==> config.mk <==
export PLATFORM = sky130hd
export DESIGN_NAME = param_atlantic_fifo
export DESIGN_NICKNAME = d
export VERILOG_FILES = /design/src/rtl/param_fifo_pkg.sv /design/src/rtl/param_atlantic_fifo_ram.sv /design/src/rtl/param_atlantic_fifo.sv
export SDC_FILE = /design/constraint.sdc
export NUM_CORES = 1
export LEC_CHECK = 0
export ABC_AREA = 0
export CORE_MARGIN = 2
export CORE_UTILIZATION = 50
export CTS_CLUSTER_DIAMETER = 100
export DETAILED_ROUTE_END_ITERATION = 12
export MAX_ROUTING_LAYER = met4
export PLACE_DENSITY = 0.66
export SYNTH_ARGS = -nofsm -noshare
export SYNTH_HDL_FRONTEND = slang
export SYNTH_HIERARCHICAL = 1
export SYNTH_SLANG_ARGS = --single-unit
==> constraint.sdc <==
create_clock -name clk -period 9.7 [get_ports clk]
set_input_delay 0.97 -clock clk [delete_from_list [all_inputs] [get_ports clk]]
set_output_delay 0.97 -clock clk [all_outputs]
set_load 0.03 [all_outputs]
==> src/rtl/param_fifo_pkg.sv <==
// -----------------------------------------------------------------------------
// param_fifo_pkg
// Shared constants and helpers for the param_atlantic_fifo block.
//   clog2()       : ceiling log2, used for pointer widths.
//   fill_width()  : width of the fill-level counter, which must hold 0..DEPTH.
//   DEFAULT_*     : width constants for the default DEPTH of 8.
// -----------------------------------------------------------------------------
package param_fifo_pkg;

  // Ceiling log2 for elaboration-time sizing; clog2(1) is 0.
  function automatic int clog2(input int value);
    int result;
    int v;
    result = 0;
    v = value - 1;
    while (v > 0) begin
      result++;
      v = v >> 1;
    end
    return result;
  endfunction

  // The fill counter needs one more bit than the address so that DEPTH
  // itself (full) is representable.
  function automatic int fill_width(input int depth);
    return clog2(depth) + 1;
  endfunction

  localparam int DEFAULT_DEPTH  = 8;
  localparam int DEFAULT_FILL_W = fill_width(DEFAULT_DEPTH);

endpackage

==> src/rtl/param_atlantic_fifo_ram.sv <==
// -----------------------------------------------------------------------------
// param_atlantic_fifo_ram
// Simple dual-port storage: one synchronous write port and one registered
// read port, written so synthesis maps it onto block RAM.
// Ports:
//   clk      : clock, rising edge
//   wr_en    : write strobe
//   wr_addr  : write address
//   wr_data  : write payload
//   rd_en    : read strobe; rd_data updates only on an enabled edge
//   rd_addr  : read address
//   rd_data  : registered read payload (old data on read/write collision)
// -----------------------------------------------------------------------------
module param_atlantic_fifo_ram
  import param_fifo_pkg::*;
#(
  parameter int DATA_WIDTH = 69,
  parameter int DEPTH      = 8
) (
  input  logic                      clk,
  input  logic                      wr_en,
  input  logic [clog2(DEPTH)-1:0]   wr_addr,
  input  logic [DATA_WIDTH-1:0]     wr_data,
  input  logic                      rd_en,
  input  logic [clog2(DEPTH)-1:0]   rd_addr,
  output logic [DATA_WIDTH-1:0]     rd_data
);

  logic [DATA_WIDTH-1:0] mem [DEPTH];
  logic [DATA_WIDTH-1:0] rd_data_q;

  // Write port; no reset so the array stays mappable to block RAM.
  always_ff @(posedge clk) begin
    if (wr_en) begin
      mem[wr_addr] <= wr_data;
    end
  end

  // Registered read port; holding on !rd_en keeps the consumer's word stable.
  always_ff @(posedge clk) begin
    if (rd_en) begin
      rd_data_q <= mem[rd_addr];
    end
  end

  assign rd_data = rd_data_q;

endmodule

==> src/rtl/param_atlantic_fifo.sv <==
// -----------------------------------------------------------------------------
// param_atlantic_fifo
// Synchronous show-ahead FIFO with ready/valid handshakes on both sides.
// Optional feature: define PARAM_ATLANTIC_FIFO_FLUSH_EN to add a 'flush' input
// that empties the FIFO (pointers, level, flags, out_valid) but keeps the
// sticky overflow flag; flush wins over a same-cycle write or read.
// Ports:
//   clk, reset     : clock and synchronous active-high reset
//   flush          : (PARAM_ATLANTIC_FIFO_FLUSH_EN only) synchronous empty
//   in_valid/in_ready/in_data    : write side, accepted when both high
//   out_valid/out_ready/out_data : read side, consumed when both high
//   fill_level     : number of entries held, 0..DEPTH
//   almost_full    : registered, fill_level >= AF_THRESH
//   almost_empty   : registered, fill_level <= AE_THRESH
//   overflow       : sticky, set when in_valid arrives while in_ready is low
// -----------------------------------------------------------------------------
module param_atlantic_fifo
  import param_fifo_pkg::*;
#(
  parameter int DATA_WIDTH = 69,
  parameter int DEPTH      = 8,
  parameter int AF_THRESH  = DEPTH - 2,
  parameter int AE_THRESH  = 2
) (
  input  logic                          clk,
  input  logic                          reset,
`ifdef PARAM_ATLANTIC_FIFO_FLUSH_EN
  input  logic                          flush,
`endif
  output logic                          in_ready,
  input  logic                          in_valid,
  input  logic [DATA_WIDTH-1:0]         in_data,
  input  logic                          out_ready,
  output logic                          out_valid,
  output logic [DATA_WIDTH-1:0]         out_data,
  output logic [fill_width(DEPTH)-1:0]  fill_level,
  output logic                          almost_full,
  output logic                          almost_empty,
  output logic                          overflow
);

  localparam int AW = clog2(DEPTH);
  localparam int FW = fill_width(DEPTH);
  localparam logic [FW-1:0] FULL_LVL = FW'(DEPTH);
  localparam logic [FW-1:0] AF_LVL   = FW'(AF_THRESH);
  localparam logic [FW-1:0] AE_LVL   = FW'(AE_THRESH);

  logic [AW-1:0]         wr_ptr_q, wr_ptr_d;
  logic [AW-1:0]         rd_ptr_q, rd_ptr_d;
  logic [FW-1:0]         fill_q, fill_d;
  logic                  out_valid_q, out_valid_d;
  logic                  af_q, af_d;
  logic                  ae_q, ae_d;
  logic                  ovf_q, ovf_d;
  logic                  byp_sel_q, byp_sel_d;
  logic [DATA_WIDTH-1:0] byp_data_q, byp_data_d;
  logic [DATA_WIDTH-1:0] ram_rd_data;
  logic [FW-1:0]         avail;
  logic                  wr_acc, rd_acc, load, bypass;

  // in_ready depends only on registered state, never on out_ready.
  assign in_ready = (fill_q != FULL_LVL);

  // Next-state logic. 'avail' counts words sitting in RAM that have not yet
  // been moved into the output register. A word is loaded from RAM when the
  // output register is empty or being consumed. The one case RAM cannot
  // cover is a write+read at level 1: the new word is still being written,
  // so it is captured straight into a bypass register to avoid a bubble.
  always_comb begin
    wr_acc      = in_valid && in_ready;
    rd_acc      = out_valid_q && out_ready;
    avail       = fill_q - FW'(out_valid_q);
    load        = (avail != '0) && (!out_valid_q || rd_acc);
    bypass      = wr_acc && rd_acc && (fill_q == FW'(1));

    wr_ptr_d    = wr_ptr_q;
    rd_ptr_d    = rd_ptr_q;
    fill_d      = fill_q;
    byp_sel_d   = byp_sel_q;
    byp_data_d  = byp_data_q;
    ovf_d       = ovf_q || (in_valid && !in_ready);

    if (wr_acc) begin
      wr_ptr_d = wr_ptr_q + 1'b1;
    end
    // A bypassed word is also written to RAM, so the read pointer skips it.
    if (load || bypass) begin
      rd_ptr_d = rd_ptr_q + 1'b1;
    end
    case ({wr_acc, rd_acc})
      2'b10:   fill_d = fill_q + 1'b1;
      2'b01:   fill_d = fill_q - 1'b1;
      default: fill_d = fill_q;
    endcase

    out_valid_d = load || bypass || (out_valid_q && !rd_acc);
    if (bypass) begin
      byp_sel_d  = 1'b1;
      byp_data_d = in_data;
    end else if (load) begin
      byp_sel_d  = 1'b0;
    end

`ifdef PARAM_ATLANTIC_FIFO_FLUSH_EN
    if (flush) begin
      wr_ptr_d    = '0;
      rd_ptr_d    = '0;
      fill_d      = '0;
      out_valid_d = 1'b0;
      byp_sel_d   = 1'b0;
    end
`endif

    af_d = (fill_d >= AF_LVL);
    ae_d = (fill_d <= AE_LVL);
  end

  // Control state with synchronous reset; the empty FIFO is almost empty.
  always_ff @(posedge clk) begin
    if (reset) begin
      wr_ptr_q    <= '0;
      rd_ptr_q    <= '0;
      fill_q      <= '0;
      out_valid_q <= 1'b0;
      af_q        <= 1'b0;
      ae_q        <= 1'b1;
      ovf_q       <= 1'b0;
      byp_sel_q   <= 1'b0;
    end else begin
      wr_ptr_q    <= wr_ptr_d;
      rd_ptr_q    <= rd_ptr_d;
      fill_q      <= fill_d;
      out_valid_q <= out_valid_d;
      af_q        <= af_d;
      ae_q        <= ae_d;
      ovf_q       <= ovf_d;
      byp_sel_q   <= byp_sel_d;
    end
  end

  // Payload-only register, deliberately left out of reset.
  always_ff @(posedge clk) begin
    byp_data_q <= byp_data_d;
  end

  param_atlantic_fifo_ram #(
    .DATA_WIDTH (DATA_WIDTH),
    .DEPTH      (DEPTH)
  ) u_ram (
    .clk     (clk),
    .wr_en   (wr_acc),
    .wr_addr (wr_ptr_q),
    .wr_data (in_data),
    .rd_en   (load),
    .rd_addr (rd_ptr_q),
    .rd_data (ram_rd_data)
  );

  assign out_data     = byp_sel_q ? byp_data_q : ram_rd_data;
  assign out_valid    = out_valid_q;
  assign fill_level   = fill_q;
  assign almost_full  = af_q;
  assign almost_empty = ae_q;
  assign overflow     = ovf_q;

endmodule

# --- Yosys cells after proc, flatten, opt, wreduce, memory -nomap -nowiden ---
# Memory sizes are Yosys's and may differ from the RTL's. A register that Yosys moved wholly into a read port is not among the register bits.
# Cells that the tools add are included.
word_totals:
  regBits: 84
  ramBits: 552
  inputBits: 73
  out_inout_bits: 78
  word_cells: 43
  memories: 1
op_classes:
  add_sub_neg: 5
  n_lt_le_gt_ge: 2
  n_eq_ne: 4
  mux: 6
  reduce_logical: 16
memory_table:
  columns: ["name", "words", "width", "read_ports", "rd_clocked_by_memory_dff", "write_ports", "line", "text"]
  rows:
  - ["u_ram.mem", 8, 69, 1, 1, 1, "param_atlantic_fifo_ram.sv:29", "logic [DATA_WIDTH-1:0] mem [DEPTH];"]
op_table:
  columns: ["op", "count"]
  rows:
  - ["69-bit 2-to-1 mux", 1]
  - ["4-bit case mux with 2 select lines", 1]
  - ["1-bit logical AND", 7]
  - ["3-bit by 1-bit adder with 3-bit output, second input constant", 2]
  - ["4-bit by 1-bit adder with 4-bit output, second input constant", 1]
  - ["4-bit by 1-bit equality test with 1-bit output, second input constant", 1]
  - ["4-bit by 3-bit greater-or-equal comparator with 1-bit output, second input constant", 1]
  - ["4-bit by 2-bit less-or-equal comparator with 1-bit output, second input constant", 1]
  - ["1-bit logical OR", 4]
  - ["1-bit 2-to-1 mux", 4]
  - ["4-bit inequality test, second input constant", 1]
  - ["4-bit nonzero test", 1]
  - ["4-bit by 1-bit subtractor with 4-bit output", 1]
  - ["4-bit by 1-bit subtractor with 4-bit output, second input constant", 1]
  - ["1-bit logical NOT", 3]
  - ["2-bit by 1-bit equality test with 1-bit output, second input constant", 1]
  - ["2-bit equality test, second input constant", 1]
  - ["2-bit nonzero test", 1]

# --- Longest topological paths before layout ---
depth:
  depth_word: 6
  depth_mapped: 10
  mapped_depth_nobuf: 10

# --- Cells and area by module ---
# Netlist, hierarchy kept.
modules_own_cells:
  columns: ["mod", "n_inst", "cells_each", "area_each_um2", "seq_area_each_um2"]
  rows:
  - ["param_atlantic_fifo_ram", 1, 880, 22848.2, 18647.9]
  - ["param_atlantic_fifo", 1, 239, 3703.6, 2372.3]

# --- Worst setup path before layout ---
# OpenSTA, ideal clock, no wires.
synth_path:
  path_kind: "register to register"
  start: "register fill_q[0], in the netlist fill_level[0]"
  end: "register rd_ptr_q[1]"
  setup_time_ns: 0.084
  arrival_ns: 7.647
  required_ns: 9.616
  setup_slack_ns: 1.969
  stages_incl_launch_ff: 11
  n_path_buf: 0
  period_less_slack_ns: 7.731
  cell_sequence: "dfxtp_1 inv_1 ha_1 nand3b_1 nand2_1 inv_1 ha_1 nand2_1 nor3_1 o21ai_0 a21oi_1"
synth_via:
  elab_chain_cells: 5
  elab_cells_between_ends: 9
  classes_between: "1 x add/sub; 2 x eq/ne; 6 x reduce/logical"
synth_lines:
  columns: ["element", "line", "text"]
  rows:
  - ["from (decl)", "param_atlantic_fifo.sv:50", "logic [FW-1:0] fill_q, fill_d;"]
  - ["from (signal assigned)", "param_atlantic_fifo.sv:132", "fill_q <= fill_d;"]
  - ["4-bit inequality test", "param_atlantic_fifo.sv:62", "assign in_ready = (fill_q != FULL_LVL);"]
  - ["net in_ready", "param_atlantic_fifo.sv:30", "output logic in_ready,"]
  - ["1-bit logical AND", "param_atlantic_fifo.sv:70", "wr_acc = in_valid && in_ready;"]
  - ["net wr_acc", "param_atlantic_fifo.sv:59", "logic wr_acc, rd_acc, load, bypass;"]
  - ["1-bit logical AND (2 in series)", "param_atlantic_fifo.sv:74", "bypass = wr_acc && rd_acc && (fill_q == FW'(1));"]
  - ["1-bit logical OR", "param_atlantic_fifo.sv:87", "if (load || bypass) begin"]
  - ["to (signal assigned)", "param_atlantic_fifo.sv:131", "rd_ptr_q <= rd_ptr_d;"]
  - ["to (decl)", "param_atlantic_fifo.sv:49", "logic [AW-1:0] rd_ptr_q, rd_ptr_d;"]
# The timed path passes the listed nets, and every way through them passes these cells.
# A chain may end at the register's enable or synchronous reset.

# --- Final worst setup path ---
layout_path:
  start: "register byp_sel_q"
  end: "output out_data[20]"
layout_via:
  elab_chain_cells: 1
layout_lines:
  columns: ["element", "line", "text"]
  rows:
  - ["from (decl)", "param_atlantic_fifo.sv:55", "logic byp_sel_q, byp_sel_d;"]
  - ["from (signal assigned)", "param_atlantic_fifo.sv:137", "byp_sel_q <= byp_sel_d;"]
  - ["69-bit 2-to-1 mux", "param_atlantic_fifo.sv:159", "assign out_data = byp_sel_q ? byp_data_q : ram_rd_data;"]
  - ["to (decl)", "param_atlantic_fifo.sv:35", "output logic [DATA_WIDTH-1:0] out_data,"]
# Every way passes these cells.

==> results.cfg <==
[sta]
finalClockSkew_ns = 0.0197
relSlewSlack_pct = 26.0
period_needed_ns = 3.73
setup_violations = 0
finalHoldViolations = 0
fmax_mhz = 268
fin_crit_sh_pct = 38.4
maxSlewViolCount = 0
tns_ns = 0
worstMarginPinSlew_ns = 1.11
rsz0062_at_grt = no

[cts]
clock-sinks = 705
clk_path_buf_depth = 3
path_clk_slew_ns = 0.06
cts_root_buffer = clkbuf_16
numCtsBuffers = 71
cts_resized = 0
clock_latency_ns = 0.59
cts_tree = done
htree_levels = 3
cts_setup_buffers = 0
cts_hold_buf = 0

[synth]
ys_seq_area_share_pct = 79.2
synth_cell_types = 35
yosys_warnings = 6
synthFlopType = edfxtp_1
synth_edf_count = 690
syn_inst = 1119
synth-seq-cells = 705
syn_nets = 1201
synth_area_mm2 = 0.0266
async_flop_share_pct = 0
avgSynthCellArea_um2 = 23.7

[placed_design]
dp_hpwl_um = 25700
globalplace.congestion = 0.744
dpl.cell_count = 1926
portBuffers = 150

[finish]
areaGrowthSynthToFinish_pct = 17.0
final_cell_mix = 690 x edfxtp_1, 150 x clkdlybuf4s50_1, 138 x mux2_2, 138 x mux4_2, 76 x clkbuf_16
fillCellCount = 3756
final_common_cell = edfxtp_1
layout.cells.non_filler = 2052
seqCellArea_mm2 = 0.0210
finalNetCount = 1393
multi_input_area_mm2 = 0.00526
drive_above_1_share_pct = 29.9

[route]
firstDrtPassIters = 5
viasPerCell = 5.62
remaining_drc_errors = 0
vias = 11500
wl_per_cell_um = 24.0
first_iter_violations = 895
wl_um = 49200
ant_nets = 0

[grt]
grt_util_all_layers_pct = 19.0
grt_pass1_wl_um = 74400
antenna_found_initial = 4
grt_pass1_vias = 12200
overflow = 0
grt_max_degree = 113

[critical_path]
required_ns = 8.73
path_max_fanout = 70
crit_type = reg -> out
critPathArrivalTime_ns = 2.76
critPathLaunchType = register
setup.worst_path.end_class = output port

[pwr]
p_leak_nw = 9.71
power_w = 0.00846
worst_ir_drop_vdd_mv = 0.177
p_per_area_mw_per_mm2 = 272

[die]
fp-row-count = 84
core-area_mm2 = 0.0526
die_y_um = 234
die_x_um = 234
dieArea_mm2 = 0.0550
start_util_pct = 50.5
io_pins = 151

[run_status]
outcome = completed

[hold_path]
holdCritPathClass = reg -> reg

[flow_run]
cap_violations = 0
[layer usage]
layer | vias to the layer above | GRT usage (%) | share of wire [%]
met3 | 57 | 3.59 | 5.2
met5 | - | - | 0
met1 | 6134 | 25.0 | 42
met4 | 0 | 5.09 | 1.5
met2 | 276 | 30.7 | 51
li1 | 5075 | - | -
[power breakdown]
group          internal, W  switching [W]  total, W
combinational     0.000956        0.00104   0.00200
sequential         0.00373       0.000135   0.00386
clock              0.00153        0.00107   0.00260
total              0.00621        0.00225   0.00846
[synth_stat cells (all sizes together) (4+ instances only)]
cell | number | area [um2]
nand2 | 8 | 30.0
clkbuf | 18 | 67.6
ha | 9 | 113
nand2b | 6 | 37.5
o21ai | 4 | 20.0
dfxtp | 15 | 300
nand3 | 4 | 20.0
edfxtp | 690 | 20700
a21oi | 6 | 30.0
buf | 32 | 245
nor3 | 6 | 30.0
mux2 | 138 | 1550
nor2 | 13 | 48.8
mux4 | 138 | 3110
inv | 6 | 22.5
[state kept, by name, summed over array words and instances, names as in the netlist]
register       count
fill_level         4
byp_sel_q          1
u_ram/rd_data     69
almost_empty       1
wr_ptr_q           3
byp_data_q        69
overflow           1
u_ram/mem        552
almost_full        1
rd_ptr_q           3
out_valid          1
[kinds of logic after synthesis]
family | after synthesis | synth area share, %
AND/OR/NAND/NOR | 47 | 0.900
XOR/XNOR | 3 | 0.0990
flip-flops | 705 | 79.2
multiplexers | 277 | 17.6
AO/OA/AOI/OAI | 22 | 0.551
adder cells (fa/ha/maj) | 9 | 0.424
buffers and inverters | 56 | 1.26
[metrics by stage]
| step | cell area [um2] | hold WS, ns | setup WS, ns | utilization, % |
|---|---|---|---|---|
| 2_1_floorplan | 26600 | 0.492 | 1.97 | - |
| 3_3_place_gp | 28800 | 0.465 | 5.62 | 54.9 |
| 3_5_place_dp | 28800 | 0.468 | 5.60 | 54.9 |
| 4_1_cts | 31100 | 0.485 | 5.89 | 59.1 |
| 5_1_grt | 31100 | 0.540 | 5.84 | 59.1 |
| 6_report | 31100 | 0.487 | 5.97 | 59.1 |
[final timing paths]
kind                             from  depth (start not counted)                        end  slack, ns
max            byp_sel_q$_SDFFE_PP0P_                          2               out_data[20]       5.97
min               overflow$_SDFF_PP0_                          2        overflow$_SDFF_PP0_       0.49
max reg2reg  fill_level[0]$_SDFF_PP0_                          8  u_ram/mem[1][7]$_DFFE_PP_       6.14
min reg2reg       overflow$_SDFF_PP0_                          2        overflow$_SDFF_PP0_       0.49
[final cells by class]
cell class / count / share of cell area, %
Antenna cell: 4 / 0.0322
Sequential cell: 705 / 67.7
Inverter: 6 / 0.0725
Clock inverter: 33 / 0.862
Tap cell: 688 / 2.77
Timing Repair Buffer: 169 / 5.33
Clock buffer: 89 / 6.28
Multi-Input combinational cell: 358 / 16.9
[critical path, cell delays in order (launching register included)]
cell             delay, ns
dfxtp_4               1.05
mux2_2                0.47
clkdlybuf4s50_1       0.61
Note: power is estimated with default switching activity, not from simulation.
